### config.mk
export PLATFORM = sky130hd
export DESIGN_NAME = starfield_speed_ctrl
export DESIGN_NICKNAME = d
export VERILOG_FILES = /design/src/rtl/starfield_ctrl_pkg.sv /design/src/rtl/starfield_speed_ctrl_rise_detect.sv /design/src/rtl/starfield_speed_ctrl.sv
export SDC_FILE = /design/constraint.sdc
export NUM_CORES = 1
export LEC_CHECK = 0
export CORE_UTILIZATION = 55
export DETAILED_ROUTE_END_ITERATION = 8
export HOLD_SLACK_MARGIN = 0.02
export PLACE_DENSITY = 0.79
export SLEW_MARGIN = 25
export SYNTH_ARGS = -nofsm -noshare
export SYNTH_HDL_FRONTEND = slang
export SYNTH_SLANG_ARGS = --single-unit
export TNS_END_PERCENT = 100
### constraint.sdc
create_clock -name clk -period 5.6 [get_ports clk]
set_input_delay 1.12 -clock clk [delete_from_list [all_inputs] [get_ports clk]]
set_output_delay 1.12 -clock clk [all_outputs]
set_load 0.02 [all_outputs]
### src/rtl/starfield_ctrl_pkg.sv
// starfield_ctrl_pkg: register map, control bits and FSM states for starfield_speed_ctrl
package starfield_ctrl_pkg;
    localparam logic [1:0] REG_TARGET = 2'd0;
    localparam logic [1:0] REG_STEP   = 2'd1;
    localparam logic [1:0] REG_DIV    = 2'd2;
    localparam logic [1:0] REG_CTRL   = 2'd3;
    localparam int CTRL_RAMP_EN = 0;
    typedef enum logic [1:0] {INIT, IDLE, RAMP, WRITE} state_t;
endpackage

### src/rtl/starfield_speed_ctrl_rise_detect.sv
// rise_detect: registered rising-edge detector producing a one-cycle tick
module rise_detect (
    input  logic clk,
    input  logic rst,
    input  logic d,
    output logic tick_r
);
    logic d_q;
    always_ff @(posedge clk) begin
        if (rst) begin
            d_q    <= 1'b0;
            tick_r <= 1'b0;
        end else begin
            d_q    <= d;
            tick_r <= d & ~d_q;
        end
    end
endmodule

### src/rtl/starfield_speed_ctrl.sv
// starfield_speed_ctrl: CPU-programmable, frame-paced speed ramp for the starfield generator
module starfield_speed_ctrl
    import starfield_ctrl_pkg::*;
#(
    parameter logic [7:0] DEFAULT_SPEED = 8'd1,
    parameter logic [7:0] DEFAULT_STEP  = 8'd1,
    parameter logic [7:0] DEFAULT_DIV   = 8'd4
) (
    input  logic       clk,
    input  logic       rst,
    input  logic       vblank,
    input  logic       cpu_wr,
    input  logic [1:0] cpu_addr,
    input  logic [7:0] cpu_wdata,
    output logic [7:0] cpu_rdata,
    output logic [7:0] sf_data,
    output logic       sf_write,
    output logic       busy
);
    state_t state;
    logic [7:0] target, step, div, cur, fcnt;
    logic [7:0] step_eff, div_eff, target_nxt, stepped;
    logic [8:0] up;
    logic signed [8:0] dn;
    logic ramp_en, tick_r;

    rise_detect u_rise (.clk(clk), .rst(rst), .d(vblank), .tick_r(tick_r));

    assign step_eff   = (step == 8'd0) ? 8'd1 : step;
    assign div_eff    = (div == 8'd0) ? 8'd1 : div;
    assign up         = {1'b0, cur} + {1'b0, step_eff};
    assign dn         = $signed({1'b0, cur}) - $signed({1'b0, step_eff});
    // Both directions clamp at TARGET so the ramp never overshoots or wraps
    assign stepped    = (cur < target) ? ((up > {1'b0, target}) ? target : up[7:0]) :
                        (cur > target) ? ((dn < $signed({1'b0, target})) ? target : dn[7:0]) : cur;
    assign target_nxt = (cpu_wr && cpu_addr == REG_TARGET) ? cpu_wdata : target;
    assign cpu_rdata  = (cpu_addr == REG_TARGET) ? target :
                        (cpu_addr == REG_STEP)   ? step :
                        (cpu_addr == REG_DIV)    ? div : {7'b0, ramp_en};
    assign sf_data    = cur;
    assign busy       = (state != IDLE);

    always_ff @(posedge clk) begin
        if (rst) begin
            target  <= DEFAULT_SPEED;
            step    <= DEFAULT_STEP;
            div     <= DEFAULT_DIV;
            ramp_en <= 1'b1;
        end else if (cpu_wr) begin
            if (cpu_addr == REG_TARGET) target <= cpu_wdata;
            if (cpu_addr == REG_STEP) step <= cpu_wdata;
            if (cpu_addr == REG_DIV) div <= cpu_wdata;
            if (cpu_addr == REG_CTRL) ramp_en <= cpu_wdata[CTRL_RAMP_EN];
        end
    end

    always_ff @(posedge clk) begin
        if (rst) begin
            state    <= INIT;
            cur      <= DEFAULT_SPEED;
            fcnt     <= 8'd0;
            sf_write <= 1'b0;
        end else begin
            sf_write <= 1'b0;
            case (state)
                INIT: begin
                    state    <= WRITE;
                    sf_write <= 1'b1;
                end
                IDLE: begin
                    fcnt <= 8'd0;
                    // Look at the incoming write so an immediate-mode update costs no extra cycle
                    if (target_nxt != cur) state <= RAMP;
                end
                RAMP: begin
                    if (!ramp_en) begin
                        cur      <= target;
                        state    <= WRITE;
                        sf_write <= 1'b1;
                    end else if (tick_r) begin
                        if (fcnt == div_eff - 8'd1) begin
                            fcnt     <= 8'd0;
                            cur      <= stepped;
                            state    <= WRITE;
                            sf_write <= 1'b1;
                        end else begin
                            fcnt <= fcnt + 8'd1;
                        end
                    end
                end
                WRITE: state <= (cur == target) ? IDLE : RAMP;
                default: state <= INIT;
            endcase
        end
    end
endmodule
==> flow_results.xml, run 1 <==
<?xml version="1.0" encoding="UTF-8"?>
<metrics>
  <group name="run_status">
    <metric name="outcome" unit="">finished, final reports clean</metric>
  </group>
  <group name="grt">
    <metric name="gr-max-usage-layer" unit="">met2</metric>
    <metric name="antenna_found_initial" unit="">0</metric>
    <metric name="grt_start_max_net_pins" unit="">32</metric>
    <metric name="met1_usage" unit="%">35.6</metric>
    <metric name="grt_ovf" unit="">0</metric>
    <metric name="first_pass_grt_wire_length" unit="um">15400</metric>
    <metric name="gr-usage-met3" unit="%">5.84</metric>
    <metric name="grt_util_all_layers" unit="%">26.5</metric>
    <metric name="number_of_global_route_vias_before_repair" unit="">3239</metric>
    <metric name="groute.layer.met2.usage" unit="%">41.6</metric>
  </group>
  <group name="drt">
    <metric name="post_drt_via_cell_ratio" unit="">6.26</metric>
    <metric name="detail_route.drc_violations" unit="">0</metric>
    <metric name="detail_route.first_pass.iterations" unit="">4</metric>
    <metric name="drt_wl_total" unit="um">9310</metric>
    <metric name="routedWlPerCell" unit="um">17.1</metric>
    <metric name="via_count" unit="">3397</metric>
    <metric name="ant_nets" unit="">0</metric>
    <metric name="drt_iter0_markers" unit="">316</metric>
  </group>
  <group name="hold_path">
    <metric name="timing.hold.worst_path_depth" unit="">1</metric>
    <metric name="classification_of_the_worst_slack_hold_path" unit="">reg -&gt; reg</metric>
  </group>
  <group name="cts">
    <metric name="cts.reportedPaths.clkPinSlew" unit="ps">80</metric>
    <metric name="clk_root_buffer_cell" unit="">sky130_fd_sc_hd__clkbuf_8</metric>
    <metric name="clkSinkCount" unit="">46</metric>
    <metric name="clock_tree.htree_level_count" unit="">2</metric>
    <metric name="cts_setup_buffers" unit="">0</metric>
    <metric name="cts_tree" unit="">done</metric>
    <metric name="hold_buffers" unit="">0</metric>
    <metric name="cts.path.max_buffers" unit="">2</metric>
    <metric name="clock_latency" unit="ps">290</metric>
    <metric name="cts_inserted_buffers" unit="">5</metric>
    <metric name="post_cts_resize_count" unit="">0</metric>
  </group>
  <group name="cells_and_area">
    <metric name="drive_above_1_share" unit="%">6.01</metric>
    <metric name="area.growth.synth_to_final" unit="%">10.0</metric>
    <metric name="design.final.nets" unit="">524</metric>
    <metric name="insertedDiodeCount" unit="">0</metric>
    <metric name="layout.core_utilization" unit="%">64.3</metric>
  </group>
  <group name="sta">
    <metric name="rsz0062_at_grt" unit="">false</metric>
    <metric name="tightest_slew" unit="ps">648</metric>
    <metric name="timing_hold_violations_final" unit="">0</metric>
    <metric name="final_number_of_setup_violating_endpoints" unit="">0</metric>
    <metric name="max_freq" unit="GHz">0.223</metric>
    <metric name="maxSlewViolCount" unit="">0</metric>
    <metric name="slew_headroom" unit="%">56.8</metric>
    <metric name="setup_slack" unit="ps">1120</metric>
    <metric name="clock-skew-final" unit="ps">10.6</metric>
    <metric name="setup_total_negative_slack" unit="ps">0</metric>
    <metric name="min_period_over_period" unit="%">80.0</metric>
    <metric name="finalCriticalPeriod" unit="ps">4480</metric>
  </group>
  <group name="synth">
    <metric name="synth_xor_xnor_area_share" unit="%">6.69</metric>
    <metric name="synthCells" unit="">447</metric>
    <metric name="synth.area.mux_share" unit="%">7.18</metric>
    <metric name="synth_commonest_cells" unit="">sky130_fd_sc_hd__dfxtp_1, sky130_fd_sc_hd__ha_1, sky130_fd_sc_hd__nand2_1</metric>
    <metric name="yosysSeqAreaShare" unit="%">24.2</metric>
    <metric name="synth_fp_nets" unit="">506</metric>
    <metric name="synth_area_in_compound_gates" unit="%">20.2</metric>
    <metric name="synth.ff_latch_count" unit="">46</metric>
    <metric name="post_synthesis_cell_area" unit="um^2">3800</metric>
    <metric name="post_synth_fa_ha_maj_area_fraction" unit="%">15.2</metric>
    <metric name="post_synth.cell_area_avg" unit="um^2">8.50</metric>
    <metric name="netlist.area_leader.share" unit="%">24.2</metric>
    <metric name="synth_top_family_by_area" unit="">simple AND/OR/NAND/NOR gates</metric>
    <metric name="yosys.cell_types.count" unit="">69</metric>
    <metric name="synthSimpleGateAreaFrac" unit="%">20.3</metric>
    <metric name="synth_edf_count" unit="">0</metric>
    <metric name="yosys_warnings" unit="">0</metric>
    <metric name="async_reset_ff_share" unit="%">0</metric>
    <metric name="postSynth.topFlopCell" unit="">sky130_fd_sc_hd__dfxtp_1</metric>
    <metric name="synth_top_area_cell" unit="">sky130_fd_sc_hd__dfxtp_1</metric>
    <metric name="synth.area.top_cells" unit="">sky130_fd_sc_hd__dfxtp_1, sky130_fd_sc_hd__ha_1, sky130_fd_sc_hd__mux2i_1</metric>
    <metric name="post-synth-top-count-cell" unit="">sky130_fd_sc_hd__dfxtp_1</metric>
  </group>
  <group name="power">
    <metric name="internal-power" unit="mW">0.577</metric>
    <metric name="p_clk_share" unit="%">23.8</metric>
    <metric name="cellLeakagePower" unit="nW">1.67</metric>
    <metric name="power.switching_fraction" unit="%">34.3</metric>
    <metric name="power.combinational.fraction" unit="%">35.5</metric>
    <metric name="p_seq_share" unit="%">40.7</metric>
    <metric name="power_density" unit="nW/um^2">210</metric>
    <metric name="switchingPower" unit="mW">0.301</metric>
    <metric name="ir_drop" unit="mV">0.164</metric>
  </group>
  <group name="setup_path">
    <metric name="cp_num_buf_inv" unit="">3</metric>
    <metric name="worstSetupPathDepth" unit="">6</metric>
    <metric name="critical_path.cell_chain" unit="">clkdlybuf4s50_1, nor2b_1, buf_4, nand2_1, o21ai_0, clkdlybuf4s50_1</metric>
    <metric name="timing.critical_path.max_delay_family" unit="">buffers and inverters</metric>
    <metric name="cp-end-kind" unit="">output port</metric>
    <metric name="critical_path.most_common_cell" unit="">sky130_fd_sc_hd__clkdlybuf4s50_1</metric>
    <metric name="path_max_fanout" unit="">12</metric>
    <metric name="critical-path-max-stage-delay" unit="ps">730</metric>
    <metric name="timing.setup.critical_path_class" unit="">in -&gt; out</metric>
    <metric name="arrival" unit="ps">3360</metric>
    <metric name="crit_path_top_delay_cell" unit="">sky130_fd_sc_hd__clkdlybuf4s50_1</metric>
    <metric name="critical_path.startpoint_type" unit="">primary input</metric>
    <metric name="timing.reg2reg.worst_path_depth" unit="">17</metric>
    <metric name="worstPathRequired" unit="ps">4480</metric>
  </group>
  <group name="floorplanning">
    <metric name="die_height" unit="um">85.1</metric>
    <metric name="num_rows" unit="">29</metric>
    <metric name="fp.dieArea" unit="um^2">7240</metric>
    <metric name="design.core.area" unit="um^2">6490</metric>
    <metric name="io-pin-count" unit="">32</metric>
    <metric name="die_w" unit="um">85.1</metric>
    <metric name="initial_utilization" unit="%">58.5</metric>
  </group>
  <group name="place">
    <metric name="dpl.hpwl" unit="um">7390</metric>
    <metric name="placement.setup.worst_slack" unit="ps">1170</metric>
    <metric name="final_wtd_congestion" unit="">0.937</metric>
    <metric name="io_buffers" unit="">31</metric>
  </group>
  <group name="flow_run">
    <metric name="timing.max_cap.violations" unit="">0</metric>
  </group>
</metrics>
[layout make-up]
type | count | area [um^2]
clock buffers | 7 | 86.3
clock inverters | 1 | 5.00
fillers | 542 | 2320
inverters | 29 | 109
multi-input cells | 350 | 2640
flip-flops and latches | 46 | 921
well taps | 77 | 96.3
repair buffers | 33 | 320
[path summary, 6_finish.rpt]
kind / start / endpoint / slack [ps]
min reg2reg: u_rise.d_q / u_rise.tick_r / 390
max reg2reg: step[1] / sf_data[7] / 1290
max: cpu_addr[0] / cpu_rdata[2] / 1120
min: u_rise.d_q / u_rise.tick_r / 390
[cell families after synthesis]
| logic type | Yosys count |
|---|---|
| multiplexers | 26 |
| flip-flops | 46 |
| AND/OR/NAND/NOR | 147 |
| AO/OA/AOI/OAI | 103 |
| adder cells (fa/ha/maj) | 45 |
| buffers and inverters | 51 |
| XOR/XNOR | 29 |
[power groups by stage]
stage,Sequential (mW),Clock [mW],Combinational [mW]
3_3_place_gp,0.364,0,0.298
5_1_grt,0.359,0.227,0.341
2_1_floorplan,0.359,0,0.234
4_1_cts,0.357,0.210,0.308
3_5_place_dp,0.364,0,0.306
6_report,0.357,0.209,0.312
[flip-flops by register name (all words and copies together) (netlist names)]
signal         cells
fcnt               8
ramp_en            1
sf_write           1
div                8
target             8
u_rise.tick_r      1
state              2
sf_data            8
u_rise.d_q         1
step               8
[stage by stage]
step	power, mW	cell area [um^2]	hold WS, ps	cells
floorplan	0.594	3800	367	447
global placement	0.661	4090	372	535
detailed placement	0.670	4090	384	535
CTS	0.875	4180	395	543
global route	0.926	4180	399	543
finish	0.878	4180	390	543
[cell usage in the layout, fill, tap and decap left out, drive strengths merged, types with 14 or more instances in the layout]
cell type	synthesis	final
inv	29	29
nor2	36	36
xor2	14	14
ha	43	43
a21oi	18	18
xnor2	15	15
mux2i	25	25
o21ai	25	25
clkdlybuf4s50	0	30
nand3	20	20
dfxtp	46	46
nand2	39	39
[layer usage]
metal	wire length, um	vias to the layer above
met5	0	-
met1	4280	1610
met3	552	21
met4	313	0
li1	-	1654
met2	4170	112
No activity file was read; power rests on OpenSTA's default activity.
==> run 2, diff against run 1 <==
==> constraint.sdc (replaced) <==
create_clock -name clk -period 4.6 [get_ports clk]
set_input_delay 0.92 -clock clk [delete_from_list [all_inputs] [get_ports clk]]
set_output_delay 0.92 -clock clk [all_outputs]
set_load 0.02 [all_outputs]
==> run 2 against run 1 <==
Net effect: cell count rose by 0.55%; critical path depth up 11; sequential power increased by 22%; worst hold slack improved by 1.6 ps; final area rose by 1.1%; clock power rose by 46%; via count grew 2.5%; count of clock-buffer cells in the layout decreased by 1; register-to-register slack worse by 960 ps; sequential share of layout area is 0.24 points lower.
==> flow_results.xml, run 2 (synthesis gave the netlist of run 1 again) <==
<?xml version="1.0" encoding="UTF-8"?>
<metrics>
  <group name="drt">
    <metric name="routedWlPerCell" unit="um">18.4</metric>
    <metric name="drt_iter0_markers" unit="">221</metric>
    <metric name="via_count" unit="">3482</metric>
    <metric name="post_drt_via_cell_ratio" unit="">6.38</metric>
    <metric name="detail_route.drc_violations" unit="">0</metric>
    <metric name="detail_route.first_pass.iterations" unit="">5</metric>
    <metric name="ant_nets" unit="">0</metric>
    <metric name="drt_wl_total" unit="um">10000</metric>
  </group>
  <group name="cells_and_area">
    <metric name="insertedDiodeCount" unit="">0</metric>
    <metric name="area.growth.synth_to_final" unit="%">11.2</metric>
    <metric name="most_common_library_cell_in_the_layout_ignoring_fill_and_taps" unit="">sky130_fd_sc_hd__dfxtp_1</metric>
    <metric name="design.final.nets" unit="">527</metric>
    <metric name="drive_above_1_share" unit="%">6.40</metric>
    <metric name="most_used_cells_in_the_layout_excluding_fill_and_tap_cells" unit="">sky130_fd_sc_hd__dfxtp_1, sky130_fd_sc_hd__ha_1, sky130_fd_sc_hd__nand2_1</metric>
  </group>
  <group name="sta">
    <metric name="maxSlewViolCount" unit="">0</metric>
    <metric name="finalCriticalPeriod" unit="ps">4270</metric>
    <metric name="rsz0062_at_grt" unit="">false</metric>
    <metric name="max_freq" unit="GHz">0.234</metric>
    <metric name="timing_hold_violations_final" unit="">0</metric>
    <metric name="clock-skew-final" unit="ps">11.0</metric>
    <metric name="min_period_over_period" unit="%">92.9</metric>
    <metric name="tightest_slew" unit="ps">675</metric>
    <metric name="final_number_of_setup_violating_endpoints" unit="">0</metric>
    <metric name="slew_headroom" unit="%">55.0</metric>
    <metric name="setup_total_negative_slack" unit="ps">0</metric>
  </group>
  <group name="floorplanning">
    <metric name="num_rows" unit="">29</metric>
    <metric name="die_height" unit="um">85.1</metric>
    <metric name="initial_utilization" unit="%">58.5</metric>
    <metric name="design.core.area" unit="um^2">6490</metric>
    <metric name="fp.dieArea" unit="um^2">7240</metric>
    <metric name="io-pin-count" unit="">32</metric>
    <metric name="die_w" unit="um">85.1</metric>
  </group>
  <group name="setup_path">
    <metric name="cp-end-kind" unit="">register</metric>
    <metric name="reg2reg_to" unit="">sf_data[7]</metric>
    <metric name="path_max_fanout" unit="">8</metric>
    <metric name="arrival" unit="ps">4490</metric>
    <metric name="worstPathRequired" unit="ps">4810</metric>
    <metric name="critical_path.startpoint_type" unit="">register</metric>
    <metric name="timing.reg2reg.worst_path_depth" unit="">17</metric>
    <metric name="reg2reg_slack" unit="ps">330</metric>
    <metric name="timing.setup.critical_path_class" unit="">reg -&gt; reg</metric>
    <metric name="critical_path.reg2reg.startpoint" unit="">step[6]</metric>
  </group>
  <group name="place">
    <metric name="io_buffers" unit="">31</metric>
    <metric name="final_wtd_congestion" unit="">0.940</metric>
    <metric name="dpl.hpwl" unit="um">7900</metric>
  </group>
  <group name="power">
    <metric name="fin_total_pwr" unit="mW">1.12</metric>
    <metric name="power_density" unit="nW/um^2">266</metric>
    <metric name="p_clk_share" unit="%">27.3</metric>
    <metric name="internal-power" unit="mW">0.745</metric>
    <metric name="power.combinational.fraction" unit="%">34.1</metric>
    <metric name="cellLeakagePower" unit="nW">1.68</metric>
    <metric name="switchingPower" unit="mW">0.377</metric>
    <metric name="ir_drop" unit="mV">0.175</metric>
    <metric name="p_seq_share" unit="%">38.7</metric>
    <metric name="power.switching_fraction" unit="%">33.6</metric>
  </group>
  <group name="flow_run">
    <metric name="timing.max_cap.violations" unit="">0</metric>
  </group>
  <group name="grt">
    <metric name="antenna_found_initial" unit="">0</metric>
    <metric name="grt_ovf" unit="">0</metric>
    <metric name="number_of_global_route_vias_before_repair" unit="">3344</metric>
    <metric name="grt_start_max_net_pins" unit="">31</metric>
    <metric name="first_pass_grt_wire_length" unit="um">16700</metric>
    <metric name="grt_util_all_layers" unit="%">29.4</metric>
  </group>
  <group name="run_status">
    <metric name="outcome" unit="">finished, final reports clean</metric>
  </group>
  <group name="cts">
    <metric name="post_cts_resize_count" unit="">0</metric>
    <metric name="cts_tree" unit="">done</metric>
    <metric name="hold_buffers" unit="">0</metric>
    <metric name="clk_root_buffer_cell" unit="">sky130_fd_sc_hd__clkbuf_8</metric>
    <metric name="cts_inserted_buffers" unit="">5</metric>
    <metric name="clock_latency" unit="ps">300</metric>
    <metric name="cts.path.max_buffers" unit="">2</metric>
    <metric name="clock_tree.htree_level_count" unit="">2</metric>
    <metric name="clkSinkCount" unit="">46</metric>
    <metric name="cts_setup_buffers" unit="">0</metric>
    <metric name="cts.reportedPaths.clkPinSlew" unit="ps">90</metric>
  </group>
  <group name="hold_path">
    <metric name="worst_hold_path.endpoint" unit="">u_rise.tick_r</metric>
    <metric name="timing.hold.worst_path_depth" unit="">1</metric>
    <metric name="hold_path.startpoint" unit="">u_rise.d_q</metric>
    <metric name="classification_of_the_worst_slack_hold_path" unit="">reg -&gt; reg</metric>
  </group>
</metrics>
[run 2: cell count changes in the layout (fill, tap and decap cells not counted), sizes merged]
| cell | change |
|---|---|
| buf | +2 |
| bufinv | +1 |
| clkbuf | -1 |
| clkdlybuf4s50 | +1 |
| clkinv | -1 |
| clkinvlp | +1 |
[run 2: layout make-up]
cell class | count | area (um^2)
Multi-Input combinational cell | 350 | 2640
Fill cell | 531 | 2270
Sequential cell | 46 | 921
Timing Repair Buffer | 36 | 348
Inverter | 29 | 109
Tap cell | 77 | 96.3
Clock buffer | 6 | 72.6
Clock inverter | 2 | 37.5
[run 2: worst max path at each step]
stage,startpoint,end,slack (ps),cells past startpoint
floorplan,step[1],sf_data[7],730,17
global placement,step[1],sf_data[7],500,17
detailed placement,step[1],sf_data[7],360,17
CTS,step[1],sf_data[7],340,17
global route,step[1],sf_data[7],110,17
finish,step[6],sf_data[7],330,17
[run 2: per-stage QoR]
| step | cell area, um^2 | utilization [%] | hold WS [ps] | setup WS [ps] | std cells |
|---|---|---|---|---|---|
| 2_1_floorplan | 3800 | - | 367 | 726 | 447 |
| 3_3_place_gp | 4120 | 63.4 | 373 | 503 | 538 |
| 3_5_place_dp | 4120 | 63.4 | 384 | 361 | 538 |
| 4_1_cts | 4230 | 65.1 | 396 | 337 | 546 |
| 5_1_grt | 4230 | 65.1 | 402 | 109 | 546 |
| 6_report | 4230 | 65.1 | 392 | 327 | 546 |
[run 2: critical path, stage by stage (launching register included)]
cell and delay [ps]:
sky130_fd_sc_hd__dfxtp_1 370, sky130_fd_sc_hd__nor4_1 300, sky130_fd_sc_hd__a41o_1 250, sky130_fd_sc_hd__ha_1 190, sky130_fd_sc_hd__inv_1 60, sky130_fd_sc_hd__fa_1 390
sky130_fd_sc_hd__a21o_1 190, sky130_fd_sc_hd__a221o_1 310, sky130_fd_sc_hd__nor2_1 130, sky130_fd_sc_hd__xnor2_1 180, sky130_fd_sc_hd__ha_1 220, sky130_fd_sc_hd__o21a_1 130
sky130_fd_sc_hd__nor2_1 30, sky130_fd_sc_hd__a311o_1 330, sky130_fd_sc_hd__a2111o_2 490, sky130_fd_sc_hd__a21bo_4 260, sky130_fd_sc_hd__o22ai_1 100, sky130_fd_sc_hd__o32ai_2 260
[run 2: routing by layer]
layer / track usage [%] / up-vias / part of all wire [%]
li1: - / 1661 / -
met1: 39.5 / 1659 / 45
met2: 47.9 / 132 / 47
met3: 4.67 / 30 / 5.4
met4: 10.5 / 0 / 3.0
met5: 0 / - / 0
[run 2: power by group through the flow]
stage                     clock network (mW)  logic (mW)  registers [mW]
final                                  0.306       0.382           0.434
after global routing                   0.331       0.421           0.436
after CTS                              0.307       0.376           0.434
after detailed placement                   0       0.374           0.443
after global placement                     0       0.367           0.442
after floorplan                            0       0.285           0.437
==> run 3, diff against run 2 <==
--- a/config.mk
+++ b/config.mk
@@ -7,7 +7,7 @@
 export LEC_CHECK = 0
 export CORE_UTILIZATION = 55
 export DETAILED_ROUTE_END_ITERATION = 8
-export HOLD_SLACK_MARGIN = 0.02
+export HOLD_SLACK_MARGIN = 0.15
 export PLACE_DENSITY = 0.79
 export SLEW_MARGIN = 25
 export SYNTH_ARGS = -nofsm -noshare
==> results of run 3 <==
Same layout as run 2: the final DEF is identical, and so are final timing and power.
